===== config.mk =====
export PLATFORM = sky130hd
export DESIGN_NAME = inst_axi_rd_bridge
export DESIGN_NICKNAME = d
export VERILOG_FILES = /design/src/rtl/inst_axi_rd_bridge.sv
export SDC_FILE = /design/constraint.sdc
export NUM_CORES = 1
export LEC_CHECK = 0
export ABC_CLOCK_PERIOD_IN_PS = 2800
export CORE_MARGIN = 4
export CORE_UTILIZATION = 34
export DETAILED_ROUTE_END_ITERATION = 8
export PLACE_DENSITY = 0.9
export SYNTH_ARGS = -nofsm -noshare
export SYNTH_HDL_FRONTEND = slang
export SYNTH_SLANG_ARGS = --single-unit
export TNS_END_PERCENT = 5

===== constraint.sdc =====
create_clock -name clk -period 2.8 [get_ports clk]
set_input_delay 0.84 -clock clk [delete_from_list [all_inputs] [get_ports clk]]
set_output_delay 0.84 -clock clk [all_outputs]
set_load 0.01 [all_outputs]

===== src/rtl/inst_axi_rd_bridge.sv =====
// Instruction-side bridge: SRAM-like fetch port (req/addr_ok/data_ok) to AXI4 read-only master.
// Latency: accept in cycle N drives arvalid in N+1; read data returned to IF one cycle after each R beat.
// Backpressure: addr_ok held low while an AR is pending or MAX_OUTSTANDING reads are unreturned; rready always high.
//
// Ports:
//   clk, reset            - clock, synchronous active-high reset
//   inst_sram_*           - fetch-side request/response port (writes are never accepted)
//   ar*                   - AXI read address channel (single-beat, incrementing, fixed ID)
//   r*                    - AXI read data channel (in-order, rid/rresp ignored)
module inst_axi_rd_bridge #(
  parameter int         MAX_OUTSTANDING = 2,
  parameter logic [3:0] ARID_VAL        = 4'd0
) (
  input  logic        clk,
  input  logic        reset,
  input  logic        inst_sram_req,
  input  logic        inst_sram_wr,
  input  logic [1:0]  inst_sram_size,
  input  logic [3:0]  inst_sram_wstrb,
  input  logic [31:0] inst_sram_addr,
  input  logic [31:0] inst_sram_wdata,
  output logic        inst_sram_addr_ok,
  output logic        inst_sram_data_ok,
  output logic [31:0] inst_sram_rdata,
  output logic [3:0]  arid,
  output logic [31:0] araddr,
  output logic [7:0]  arlen,
  output logic [2:0]  arsize,
  output logic [1:0]  arburst,
  output logic [1:0]  arlock,
  output logic [3:0]  arcache,
  output logic [2:0]  arprot,
  output logic        arvalid,
  input  logic        arready,
  input  logic [3:0]  rid,
  input  logic [31:0] rdata,
  input  logic [1:0]  rresp,
  input  logic        rlast,
  input  logic        rvalid,
  output logic        rready
);

  localparam logic [0:0] AR_IDLE = 1'b0;
  localparam logic [0:0] AR_BUSY = 1'b1;

  // Outstanding limit is at most 3, so a 2-bit counter is sufficient.
  localparam logic [1:0] MAX_CNT = 2'(MAX_OUTSTANDING);

  logic [0:0]  ar_state;
  logic [1:0]  cnt;
  logic [1:0]  size_q;
  logic [31:0] addr_q;
  logic        data_ok_q;
  logic [31:0] rdata_reg;

  logic accept;
  logic r_fire;

  // Only one request is taken per AR transaction, so the idle state gates acceptance.
  assign accept = !reset && (ar_state == AR_IDLE) && inst_sram_req && !inst_sram_wr && (cnt < MAX_CNT);

  // A beat with nothing outstanding is consumed silently (no data_ok, no count change).
  assign r_fire = rvalid && rready && rlast && (cnt != 2'd0);

  assign inst_sram_addr_ok = accept;
  assign inst_sram_data_ok = data_ok_q;
  assign inst_sram_rdata   = rdata_reg;

  assign arid    = ARID_VAL;
  assign araddr  = addr_q;
  assign arlen   = 8'd0;
  assign arsize  = {1'b0, size_q};
  assign arburst = 2'b01;
  assign arlock  = 2'b00;
  assign arcache = 4'd0;
  assign arprot  = 3'd0;
  assign arvalid = (ar_state == AR_BUSY);
  assign rready  = !reset;

  always_ff @(posedge clk) begin
    if (reset) begin
      ar_state <= AR_IDLE;
      addr_q   <= 32'd0;
      size_q   <= 2'd0;
    end else begin
      case (ar_state)
        AR_IDLE: begin
          if (accept) begin
            ar_state <= AR_BUSY;
            addr_q   <= inst_sram_addr;
            size_q   <= inst_sram_size;
          end
        end
        AR_BUSY: begin
          if (arready) ar_state <= AR_IDLE;
        end
        default: ar_state <= AR_IDLE;
      endcase
    end
  end

  // Increment and decrement in the same cycle cancel out.
  always_ff @(posedge clk) begin
    if (reset) begin
      cnt <= 2'd0;
    end else if (accept && !r_fire) begin
      cnt <= cnt + 2'd1;
    end else if (r_fire && !accept) begin
      cnt <= cnt - 2'd1;
    end
  end

  always_ff @(posedge clk) begin
    if (reset) begin
      data_ok_q <= 1'b0;
      rdata_reg <= 32'd0;
    end else begin
      data_ok_q <= r_fire;
      if (r_fire) rdata_reg <= rdata;
    end
  end

  // Write-side inputs and R-channel metadata are deliberately unused.
  logic unused_ok;
  assign unused_ok = ^{inst_sram_wstrb, inst_sram_wdata, rid, rresp};

endmodule


**Word-level counts from Yosys, hierarchy flattened**

Cells that the tools add are included.

- Magnitude comparators: 1
- Bitwise gates (word level): 1
- Reduce and logical (&&, ||, !) cells: 16
- Add/sub/neg operators: 2
- Mux-type cells: 5

Operators by type and width:

| operator | number |
|---|---|
| logical AND 1 bit | 9 |
| zero test 1 bit | 4 |
| 2-to-1 mux 2 bit | 2 |
| nonzero test 2 bit | 2 |
| adder 2 x 1 -> 2 bit (second input constant) | 1 |
| < comparator 2 bit (second input constant) | 1 |
| 2-to-1 mux 1 bit | 2 |
| case mux 1 bit (2 select lines) | 1 |
| AND reduction 2 bit | 1 |
| subtractor 2 x 1 -> 2 bit (second input constant) | 1 |
| NOT 1 bit | 1 |

- Logic and storage cells: 31
- Output and inout port bits: 94
- Register bits after elaboration: 70
- Bits of input ports: 115

**Depth between registers and ports, before layout**

- Depth in word-level cells: 9
- Gate-level depth with buffers: 8

**Worst setup path after synthesis**

OpenSTA, ideal clock, no wires.

- Path kind: input to output
- Start: in reset
- End: out inst_sram_addr_ok
- Required time: 1.960 ns
- Arrival time: 1.711 ns
- Slack: 0.249 ns
- Stages on the path: 3
- Cell sequence: buf_6 > nor4_4 > buf_6

- Word-level cells in the longest chain between the ends: 5

Ends and longest elaborated chain:

| element | RTL line | text |
|---|---|---|
| start, declared | 15 | `input logic reset,` |
| zero test 1 bit | 60 | `assign accept = !reset && (ar_state == AR_IDLE) && inst_sram_req && !inst_sram_wr && (cnt < MAX_CNT);` |
| logical AND 1 bit (4 in series) | 60 |  |
| end, declared | 22 | `output logic inst_sram_addr_ok,` |

Every way passes these cells.

**Worst setup path after layout**

- Start: in inst_sram_wr
- End: out inst_sram_addr_ok

- Word-level cells in the longest chain between the ends: 3

Ends and longest elaborated chain:

| element | RTL line | text |
|---|---|---|
| start, declared | 17 | `input logic inst_sram_wr,` |
| zero test 1 bit | 60 |  |
| logical AND 1 bit (2 in series) | 60 |  |

Every way passes these cells.

==> flow_metrics.py <==
metrics = {
    "cts": {
        "cts_tree": "yes",
        "cts_sinks": 70,
        "clk_pin_slew_ns": 0.07,
        "hold_buffers": 0,
        "insertion_delay_ns": 0.33,
        "cts-buffers-inserted": 9,
        "cts_max_level": 3,
        "cts_buffer_depth": 2,
        "cts_setup_buffers": 0,
        "cts_root_buf": "clkbuf_8",
    },
    "grt": {
        "grt_pass1_vias": 2491,
        "use_met1_pct": 15.54,
        "antenna_found_initial": 0,
        "use_met2_pct": 23.40,
        "grtUsageMet3_pct": 7.013,
        "gr-usage-all-layers_pct": 14.27,
        "top_usage_layer": "met2",
        "grt_pass1_wl_um": 11370,
        "grt_overflow": 0,
        "grt_max_degree": 39,
    },
    "pwr": {
        "p_sw_mw": 0.5170,
        "powerDensity_nw_per_um2": 505.6,
        "peakVddDrop_mv": 0.2567,
        "clockPowerShare_pct": 36.5,
        "p_comb_share_pct": 15.8,
        "leakagePower_nw": 1.701,
        "power.total_mw": 2.236,
        "netSwitchingFraction_pct": 23.12,
        "internal_power_mw": 1.719,
        "power_frac_seq_pct": 47.7,
    },
    "synth": {
        "syn-cell-area_um2": 2828,
        "synth.distinct_cells": 22,
        "synth_top_family_by_area": "simple AND/OR/NAND/NOR gates",
        "synth.yosys.seq_area_share_pct": 49.56,
        "yosys.area.top_type": "dfxtp_1",
        "synth-adder-area-share_pct": 0.4425,
        "synth.area.mux_share_pct": 14.60,
        "avgSynthCellArea_um2": 9.651,
        "synth_xor_area_share_pct": 0.6195,
        "yosys.area_share.simple_pct": 17.48,
        "yosys-top-cells-area": "dfxtp_1 (50%), mux2_2 (10%), nand2_1 (8.5%)",
        "ys_ff_latch": 70,
        "syn_inst": 293,
        "synth_compound_area_share_pct": 6.947,
        "yosysWarnings": 0,
        "yosysTopAreaCellShare_pct": 49.56,
    },
    "timing": {
        "fin_crit_sh_pct": 97.35,
        "tightest_slew_ns": 0.5142,
        "max_freq_mhz": 366.9,
        "slew_viol_final": 0,
        "slew_headroom_pct": 65.72,
        "rsz0062_at_grt": "false",
        "hold_viol": 0,
        "setup_ws_ns": 0.07423,
        "fin_crit_ns": 2.726,
        "setup_viol": 0,
        "skew_ns": 0.008508,
    },
    "die": {
        "die_h_um": 99.20,
        "boundaryPins": 209,
        "start_util_pct": 35.85,
        "die-area_um2": 9840,
        "die_x_um": 99.20,
        "rows": 32,
        "core_um2": 7888,
    },
    "worst_setup_path": {
        "r2r-start": "cnt[1]",
        "cp_slowest_stage_delay_ns": 0.38,
        "setup.worst_path.end_class": "output pin",
        "crit_slowest_cell": "clkdlybuf4s50_1",
        "start_kind": "input port",
        "timing_worst_setup_path_type": "in2out",
        "worst_ep_required_time_ns": 1.96,
        "cp.arrival_ns": 1.89,
        "crit_path_start": "inst_sram_wr",
        "cp_max_fo": 2,
        "path_cells": "clkdlybuf4s50_1 -> nand2b_1 -> nor4_4 -> dlygate4sd2_1",
    },
    "run_status": {
        "outcome": "finished clean",
    },
    "final_layout": {
        "diodes": 0,
        "fin_util_pct": 56.08,
        "fillers": 653,
        "nNetsFinal": 549,
        "area_delta_synth_final_pct": 56.42,
        "drive_gt1_share_pct": 13.04,
        "design_area_um2": 4423,
        "fin_cells": 539,
    },
    "placed_design": {
        "hpwlAfterDp_um": 5395,
        "dp_cells": 524,
        "dp_worst_setup_slack_ns": -0.2256,
        "portBuffers": 142,
        "gp_congestion": 0.7329,
        "place_area_um2": 4225,
    },
    "detailed_routing": {
        "num_vias": 2368,
        "routedWlPerCell_um": 13.28,
        "detail-route-antenna-nets": 0,
        "drt_iter0_markers": 52,
        "firstDrtPassIters": 4,
        "drc": 0,
        "routed_wl_um": 7156,
        "via_per_inst": 4.393,
    },
    "min_path": {
        "min_from": "inst_sram_rdata[22]",
        "hold_class": "reg2reg",
    },
    "flow_run": {
        "max_cap_viol_count": 0,
    },
}
## sequential cells by signal (all words and copies together) (netlist names)
| name | flops |
|---|---|
| inst_sram_data_ok | 1 |
| inst_sram_rdata | 32 |
| cnt | 2 |
| araddr | 32 |
| size_q | 2 |
| arvalid | 1 |
## cell families (layout without fill, tap and decap cells)
| kind of cell | after synthesis | count (layout) |
|---|---|---|
| AOI/OAI and AO/OA | 37 | 37 |
| xor gates and xnor gates | 2 | 2 |
| adders and majority gates | 1 | 1 |
| buffers and inverters | 44 | 166 |
| DFF | 70 | 70 |
| muxes | 34 | 34 |
| other | 2 | 24 |
| and+or+nand+nor | 103 | 103 |
## final timing paths
| kind | end | slack, ns | depth (start not counted) |
|---|---|---|---|
| setup / recovery | inst_sram_addr_ok | 0.07 | 4 |
| hold / removal | inst_sram_rdata[22] | 0.46 | 2 |
| setup reg to reg | cnt[1] | 0.72 | 5 |
| hold reg to reg | inst_sram_rdata[22] | 0.46 | 2 |
## worst max-delay path: cells and delay by family
| kind | cells | cell delay (ns) |
|---|---|---|
| simple gates | 2 | 0.36 |
| buf+inv | 2 | 0.68 |
## cell usage in the layout, fill, tap and decap left out, types with 2 or more instances in the layout
cell type and instances:
a21oi_1 33, buf_4 6, clkbuf_8 11, clkdlybuf4s50_1 140
conb_1 24, dfxtp_1 70, inv_1 3, mux2_2 26
mux2_4 8, nand2_1 64, nor2_1 2, nor2b_1 34
xor2_1 2
## cell type report
cell class                      instances  area (µm²)  area share (%)
Multi-Input combinational cell        201        1224           27.67
Clock inverter                          3       43.79          0.9901
Timing Repair Buffer                  148        1460           33.01
Sequential cell                        70        1401           31.68
Tap cell                              102       127.6           2.885
Clock buffer                           12       155.1           3.508
Inverter                                3       11.26          0.2546
## cells in the mapped netlist
master and n:
nor4_4 1, nor2b_1 34, dfxtp_1 70, o211ai_1 1, mux2_4 8, xor2_1 2
nand2_1 64, o211a_1 1, buf_1 2, inv_1 3, nand2b_1 1, o21ai_0 1
clkbuf_1 11, buf_6 4, a31o_2 1, conb_1 2, nor2_1 2, ha_1 1
mux2_2 26, buf_4 24, a21oi_1 33, or3_1 1
## power groups by stage
| stage | Combinational, mW | Clock (mW) | Sequential (mW) |
|---|---|---|---|
| after global placement | 0.349 | 0 | 1.09 |
| after detailed placement | 0.356 | 0 | 1.09 |
| after floorplan | 0.151 | 0 | 1.11 |
| final | 0.354 | 0.816 | 1.07 |
| after global routing | 0.381 | 0.896 | 1.07 |
| after CTS | 0.358 | 0.854 | 1.07 |
## per-layer routing
metal  part of all wire (%)  vias up  routed length (µm)
li1                       -     1173                   -
met1                     39     1063                2820
met2                     46      120                3312
met3                     12       12                 885
met4                    1.9        0                 138
met5                      0        -                   0
## per-stage QoR
stage               hold WS, ns  TNS [ns]
floorplan                0.4805         0
global placement         0.4417   -0.3136
detailed placement       0.4492   -0.5525
CTS                      0.4596         0
global route             0.4789         0
finish                   0.4575         0
## repair_timing
action | CTS | global route
endpoints found under the hold margin | 0 | 0
gates resized for setup | 1 | 0
endpoints found under the setup margin | 1 | 0
Note: power is estimated with default switching activity, not from simulation.
